## src/rtl/nano_mem_arbiter.sv

```systemverilog
// Single-port RAM arbiter for the nano4bit core: instruction, data and host ports share one
// synchronous RAM. Core group (D over I) and host alternate round-robin; reads take two cycles.
module nano_mem_arbiter #(
    parameter int unsigned WIDTHA = 12,
    parameter int unsigned WIDTHD = 16
) (
    input  logic              clock,
    input  logic              areset_n,

    input  logic [WIDTHA-1:0] i_address,
    input  logic              i_read,
    output logic [WIDTHD-1:0] i_readdata,
    output logic              i_waitrequest,

    input  logic [WIDTHA-1:0] d_address,
    input  logic [WIDTHD-1:0] d_writedata,
    input  logic              d_read,
    input  logic              d_write,
    output logic [WIDTHD-1:0] d_readdata,
    output logic              d_waitrequest,

    input  logic [WIDTHA-1:0] h_address,
    input  logic [WIDTHD-1:0] h_writedata,
    input  logic              h_read,
    input  logic              h_write,
    output logic [WIDTHD-1:0] h_readdata,
    output logic              h_waitrequest,

    output logic [WIDTHA-1:0] m_address,
    output logic [WIDTHD-1:0] m_writedata,
    output logic              m_read,
    output logic              m_write,
    input  logic [WIDTHD-1:0] m_readdata
);

    typedef enum logic {
        StIdle,
        StRdata
    } state_e;

    typedef enum logic [1:0] {
        OwnNone,
        OwnI,
        OwnD,
        OwnH
    } owner_e;

    state_e state_q, state_d;
    owner_e owner_q, owner_d;
    logic   rr_q, rr_d;

    logic d_req, h_req, core_req, host_wins;

    assign d_req     = d_read | d_write;
    assign h_req     = h_read | h_write;
    assign core_req  = d_req | i_read;
    // rr_q = 1 means the host has the next turn; a lone group always wins.
    assign host_wins = h_req & (rr_q | ~core_req);

    always_ff @(posedge clock or negedge areset_n) begin
        if (!areset_n) begin
            state_q <= StIdle;
            owner_q <= OwnNone;
            rr_q    <= 1'b0;
        end else begin
            state_q <= state_d;
            owner_q <= owner_d;
            rr_q    <= rr_d;
        end
    end

    always_comb begin
        state_d       = state_q;
        owner_d       = owner_q;
        rr_d          = rr_q;
        m_address     = '0;
        m_writedata   = '0;
        m_read        = 1'b0;
        m_write       = 1'b0;
        i_waitrequest = 1'b1;
        d_waitrequest = 1'b1;
        h_waitrequest = 1'b1;

        unique case (state_q)
            StIdle: begin
                owner_d = OwnNone;
                if (host_wins) begin
                    rr_d        = 1'b0;
                    m_address   = h_address;
                    m_writedata = h_writedata;
                    // A write wins over a simultaneous read on the same port.
                    if (h_write) begin
                        m_write       = 1'b1;
                        h_waitrequest = 1'b0;
                    end else begin
                        m_read  = 1'b1;
                        owner_d = OwnH;
                        state_d = StRdata;
                    end
                end else if (d_req) begin
                    rr_d        = 1'b1;
                    m_address   = d_address;
                    m_writedata = d_writedata;
                    if (d_write) begin
                        m_write       = 1'b1;
                        d_waitrequest = 1'b0;
                    end else begin
                        m_read  = 1'b1;
                        owner_d = OwnD;
                        state_d = StRdata;
                    end
                end else if (i_read) begin
                    rr_d      = 1'b1;
                    m_address = i_address;
                    m_read    = 1'b1;
                    owner_d   = OwnI;
                    state_d   = StRdata;
                end
            end
            StRdata: begin
                state_d = StIdle;
                owner_d = OwnNone;
                unique case (owner_q)
                    OwnI: begin
                        m_address     = i_address;
                        i_waitrequest = 1'b0;
                    end
                    OwnD: begin
                        m_address     = d_address;
                        d_waitrequest = 1'b0;
                    end
                    OwnH: begin
                        m_address     = h_address;
                        h_waitrequest = 1'b0;
                    end
                    default: ;
                endcase
            end
            default: state_d = StIdle;
        endcase

        // Keep the RAM and requesters quiet while reset is held.
        if (!areset_n) begin
            m_read        = 1'b0;
            m_write       = 1'b0;
            i_waitrequest = 1'b1;
            d_waitrequest = 1'b1;
            h_waitrequest = 1'b1;
        end
    end

    assign i_readdata = m_readdata;
    assign d_readdata = m_readdata;
    assign h_readdata = m_readdata;

endmodule

```

## config.mk

```make
export PLATFORM = sky130hd
export DESIGN_NAME = nano_mem_arbiter
export DESIGN_NICKNAME = d
export VERILOG_FILES = /design/src/rtl/nano_mem_arbiter.sv
export SDC_FILE = /design/constraint.sdc
export NUM_CORES = 1
export LEC_CHECK = 0
export CAP_MARGIN = 30
export CORE_ASPECT_RATIO = 1.4
export CORE_MARGIN = 2
export CORE_UTILIZATION = 31
export DETAILED_ROUTE_END_ITERATION = 8
export GPL_ROUTABILITY_DRIVEN = 1
export HOLD_SLACK_MARGIN = 0.06
export PLACE_DENSITY = 0.84
export SLEW_MARGIN = 30
export SYNTH_ARGS = -nofsm -noshare
export SYNTH_HDL_FRONTEND = slang
export SYNTH_SLANG_ARGS = --single-unit
```

## constraint.sdc

```tcl
create_clock -name clock -period 2.25 [get_ports clock]
set_input_delay 0.225 -clock clock [delete_from_list [all_inputs] [get_ports clock]]
set_output_delay 0.225 -clock clock [all_outputs]
set_load 0.03 [all_outputs]
```

# ---- Yosys cells after proc, flatten, opt, wreduce, memory -nomap -nowiden
# Index checks and enable logic that the tools add are counted.
dict set report op_classes {
  n_eq_ne 3
  mux 43
  bitwise 7
  reduce_logical 2
}
# cell count
set ops {}
lappend ops {{$mux W16} 3}
lappend ops {{$mux W12} 3}
lappend ops {{$pmux W12 S3} 1}
lappend ops {{$mux W1} 27}
lappend ops {{$pmux W12 S2} 1}
lappend ops {{$mux W2} 4}
lappend ops {{$pmux W1 S2} 3}
lappend ops {{$eq A2 B2 Y1 const B} 2}
lappend ops {{$or A1 B1 Y1} 4}
lappend ops {{$pmux W2 S2} 1}
lappend ops {{$reduce_bool A3 Y1} 1}
lappend ops {{$eq A2 B1 Y1 const B} 1}
lappend ops {{$not A1 Y1} 2}
lappend ops {{$reduce_and A2 Y1} 1}
lappend ops {{$and A1 B1 Y1} 1}
dict set report totals {
  register_bits 4
  inputBits 91
  output_inout_bits 81
  wordCells 58
}

# ---- Depth between registers and ports, before layout
dict set report logic_depth {
  ltp_word 8
  mapped_depth 6
  depth_no_buf 4
}

# ---- Least setup slack after synthesis
# Ideal clock, no wire load.
dict set report synth_path {
  kind {reg2out}
  start {reg owner_q[1]}
  end {out m_address[2]}
  t_arrival_ns 1.748
  required_ns 2.025
  setup_slack_ns 0.277
  stages_incl_launch_ff 6
  n_path_buf 2
  cell_sequence {dfrtp_1 -> clkbuf_1 -> nor2b_1 -> buf_2 -> a221oi_1 -> nor3_1}
}
dict set report synth_between {
  elab_chain_len 3
  word_cells_on_any_way 5
  classes_between {eq/ne: 3; mux: 2}
}
# item line_no
set synth_lines {}
lappend synth_lines {{from (decl)} 49} ;# owner_e owner_q, owner_d;
lappend synth_lines {{from (signal assigned)} 63} ;# owner_q <= OwnNone;
lappend synth_lines {{from (signal assigned)} 67} ;# owner_q <= owner_d;
lappend synth_lines {{$eq A2 B2 Y1 / $eq A2 B1 Y1 (equally long branches)} 123} ;# unique case (owner_q)
lappend synth_lines {{$pmux W12 S3 *} 123}
lappend synth_lines {{$pmux W12 S2 *} 84} ;# unique case (state_q)
lappend synth_lines {{to (decl)} 29} ;# output logic [WIDTHA-1:0] m_address,
# Mark *: on every way between the ends. The rest lies on a longest branch, timed or not.

# ---- Final worst setup path
dict set report layout_path {
  start {in d_read}
  end {out m_address[4]}
}
dict set report layout_between {
  elab_chain_len 7
  word_cells_on_any_way 8
  classes_between {mux: 3; bitwise: 5}
}
# item line_no
set layout_lines {}
lappend layout_lines {{from (decl)} 17} ;# input logic d_read,
lappend layout_lines {{$or A1 B1 Y1 *} 54} ;# assign d_req = d_read | d_write;
lappend layout_lines {{$or A1 B1 Y1} 56} ;# assign core_req = d_req | i_read;
lappend layout_lines {{$not A1 Y1} 58} ;# assign host_wins = h_req & (rr_q | ~core_req);
lappend layout_lines {{$or A1 B1 Y1} 58}
lappend layout_lines {{$and A1 B1 Y1} 58}
lappend layout_lines {{$mux W12 *} 87} ;# if (host_wins) begin
lappend layout_lines {{$pmux W12 S2 *} 84}
# Marks and branches as above.

==> metrics.txt <==
status complete, no violations; Largest delay share family, worst path buffers and inverters; Critical R2R Capture owner_q[1]$_DFF_PN0_; CTS H-tree lvls 1; routed wire length 6010 um; Synth area leaders buf_4 (23%), mux2_2 (8.5%), nor3_1 (7.6%); DP HPWL 4490 um; EDFF count, synth 0; GPL Wtd Cong 0.903; DIE AREA 5710 sq um; Worst VDD drop 0.000687 V; syn avg cell area 7.14 sq um; Vert. Die Dim 88.6 um; GRT Residual Overflow 0; Yosys top cell area share 23.2%; Syn. warnings 0; CTS Root Cell clkbuf_8; clock buffer count from CTS 3; FP Rows 30; Yosys top cell by area buf_4; cts hold-fix bufs 0; hold depth 0; Final Hold Fails 0; Critical path origin d_read; vias in the first global route 1918; Mapped Area 1590 sq um; number of clock sinks 4; CTS tree built; Clock Path Buffers 2; CP Max Fanout 8; commonest non-fill, non-tap cells in the layout clkdlybuf4s50_1 (75), buf_4 (46), nor3_1 (24), nand2_1 (20), nand3_1 (17); post-route setup TNS 0 ns; pin count of the biggest net entering global routing 32; minimum hold slack 0.450 ns; via/cell ratio 5.39; Leak 0.973 nW; Rel. slew slack 72.6%; reg2reg setup slack 0.84 ns; Post-Syn Instances 222; drt pass-1 iters 4; Worst EP required 2.03 ns; Metal-1 WL 2360 um; drt initial violations 63; # nets final 376; DRC viols 0; highest clock rate 0.456 GHz; Critical Path Most Common Cell buf_4; maxcap violations 0; Area growth syn-to-layout 54.6%; Initial Utilization 32.5%; PortBufs 107; DR WL/cell 17.3 um; Post-synth ARST share 100%; DIE WIDTH 64.4 um; final core utilization 50.2%; Synth Flop Type dfrtp_1; Worst-Margin Slew 0.401 ns; clock latency on the worst-skew pair 0.22 ns; Final period util 97.5%; layout cells sized above 1 27.1%; RR Startpoint rr_q$_DFFE_PN0P_; Hold WC Path Type in -> out; flops & latches, synth 4; crit-path max cell delay 0.52 ns; CORE AREA 4880 sq um; CP Capture Type primary output; met3 WL 456 um; number of distinct library cells after synthesis 33; sequential-to-total area share from yosys stat 6.31%; Critical Path Source Type input port; type of the worst setup path in -> out; final setup vio count 0; Setup Skew 0.00390 ns; Top Layer Used met4; critical path arrival 1.97 ns; IO Pins 172; CP cell instances clkdlybuf4s50_1, or2_1, buf_4, a2111oi_0, nor3_1, buf_4; power density cells 951 nW/um^2; Hold Crit Start m_readdata[6]; GR Util All Layers 20.2%; fin crit period 2.19 ns; Filler cells 486; Buf/Inv on CP 3; syn nets 313; first-pass GRT wire length 9040 um; Max stage delay cell, worst path clkdlybuf4s50_1; reg2reg path depth 4; commonest non-fill, non-tap cell in the layout clkdlybuf4s50_1; via count of the routed design 1876; initial antenna violation count 0; Final ANT Viol Nets 0; met2 WL 2940 um; max-slew violations 0; Ant. Diodes 0; Worst Hold Path EP h_readdata[6]
## final cells by class
type / instances / area [sq um] / share of cell area [%]
timing repair buffer: 126 / 1190 / 48.5
multi-input combinational: 148 / 1030 / 42.0
sequential: 4 / 101 / 4.13
tap: 64 / 80.1 / 3.27
clock buffer: 4 / 45.0 / 1.84
inverter: 2 / 7.51 / 0.306
## per-layer routing
| layer | up-vias | track usage, % |
|---|---|---|
| li1 | 899 | - |
| met1 | 854 | 23.0 |
| met2 | 90 | 34.8 |
| met3 | 33 | 3.94 |
| met4 | 0 | 12.4 |
| met5 | - | 0 |
## what timing repair did
action                                  in CTS  in global routing
endpoints found under the hold margin        0                  0
setup buffers                                0                  1
endpoints found under the setup margin       0                 13
resized for setup                            0                  7
## power by group
part	leakage, nW	internal, W	switching, W
clock network	0.0228	0.000121	0.0000409
registers	0.0483	0.000101	0.0000668
logic	0.902	0.000862	0.00114
total	0.973	0.00108	0.00125
## cells by family (layout without fill, tap and decap cells)
logic type | after synthesis | after routing | synth area share [%]
AND/OR/NAND/NOR | 86 | 86 | 27.2
buffers and inverters | 70 | 132 | 30.2
AO/OA/AOI/OAI | 50 | 50 | 27.8
multiplexers | 12 | 12 | 8.52
flip-flops | 4 | 4 | 6.31
## synthesized netlist by cell type, drive strengths merged, types with 2 or more instances
master	instances
a2111oi	12
nor3	25
o22a	2
nor2	5
nand3	17
mux2	12
and3	13
dfrtp	4
inv	2
nand2	20
a21oi	17
clkbuf	12
or2	2
buf	56
a221oi	13
o21a	2
## metrics by stage
step	setup slack [ns]	total power [W]	instance area (sq um)	instances
final	0.0565	0.00233	2450	348
after global routing	-0.0241	0.00247	2450	348
after CTS	0.00424	0.00231	2420	347
after detailed placement	0.0209	0.00214	2370	343
after global placement	0.0745	0.00213	2370	343
after floorplan	0.277	0.00152	1590	222
## registers in the layout, indices dropped and copies added, names as in the netlist
name	count
state_q	1
rr_q	1
owner_q	2
## worst max-delay path by stage
stage / end / slack [ns] / cells past startpoint
floorplan: m_address[2] / 0.28 / 5
global placement: d_waitrequest / 0.07 / 6
detailed placement: m_writedata[2] / 0.02 / 7
CTS: m_writedata[2] / 0.004 / 7
global route: m_address[10] / -0.02 / 7
finish: m_address[4] / 0.06 / 6
Power figures use the tool's default switching activity.
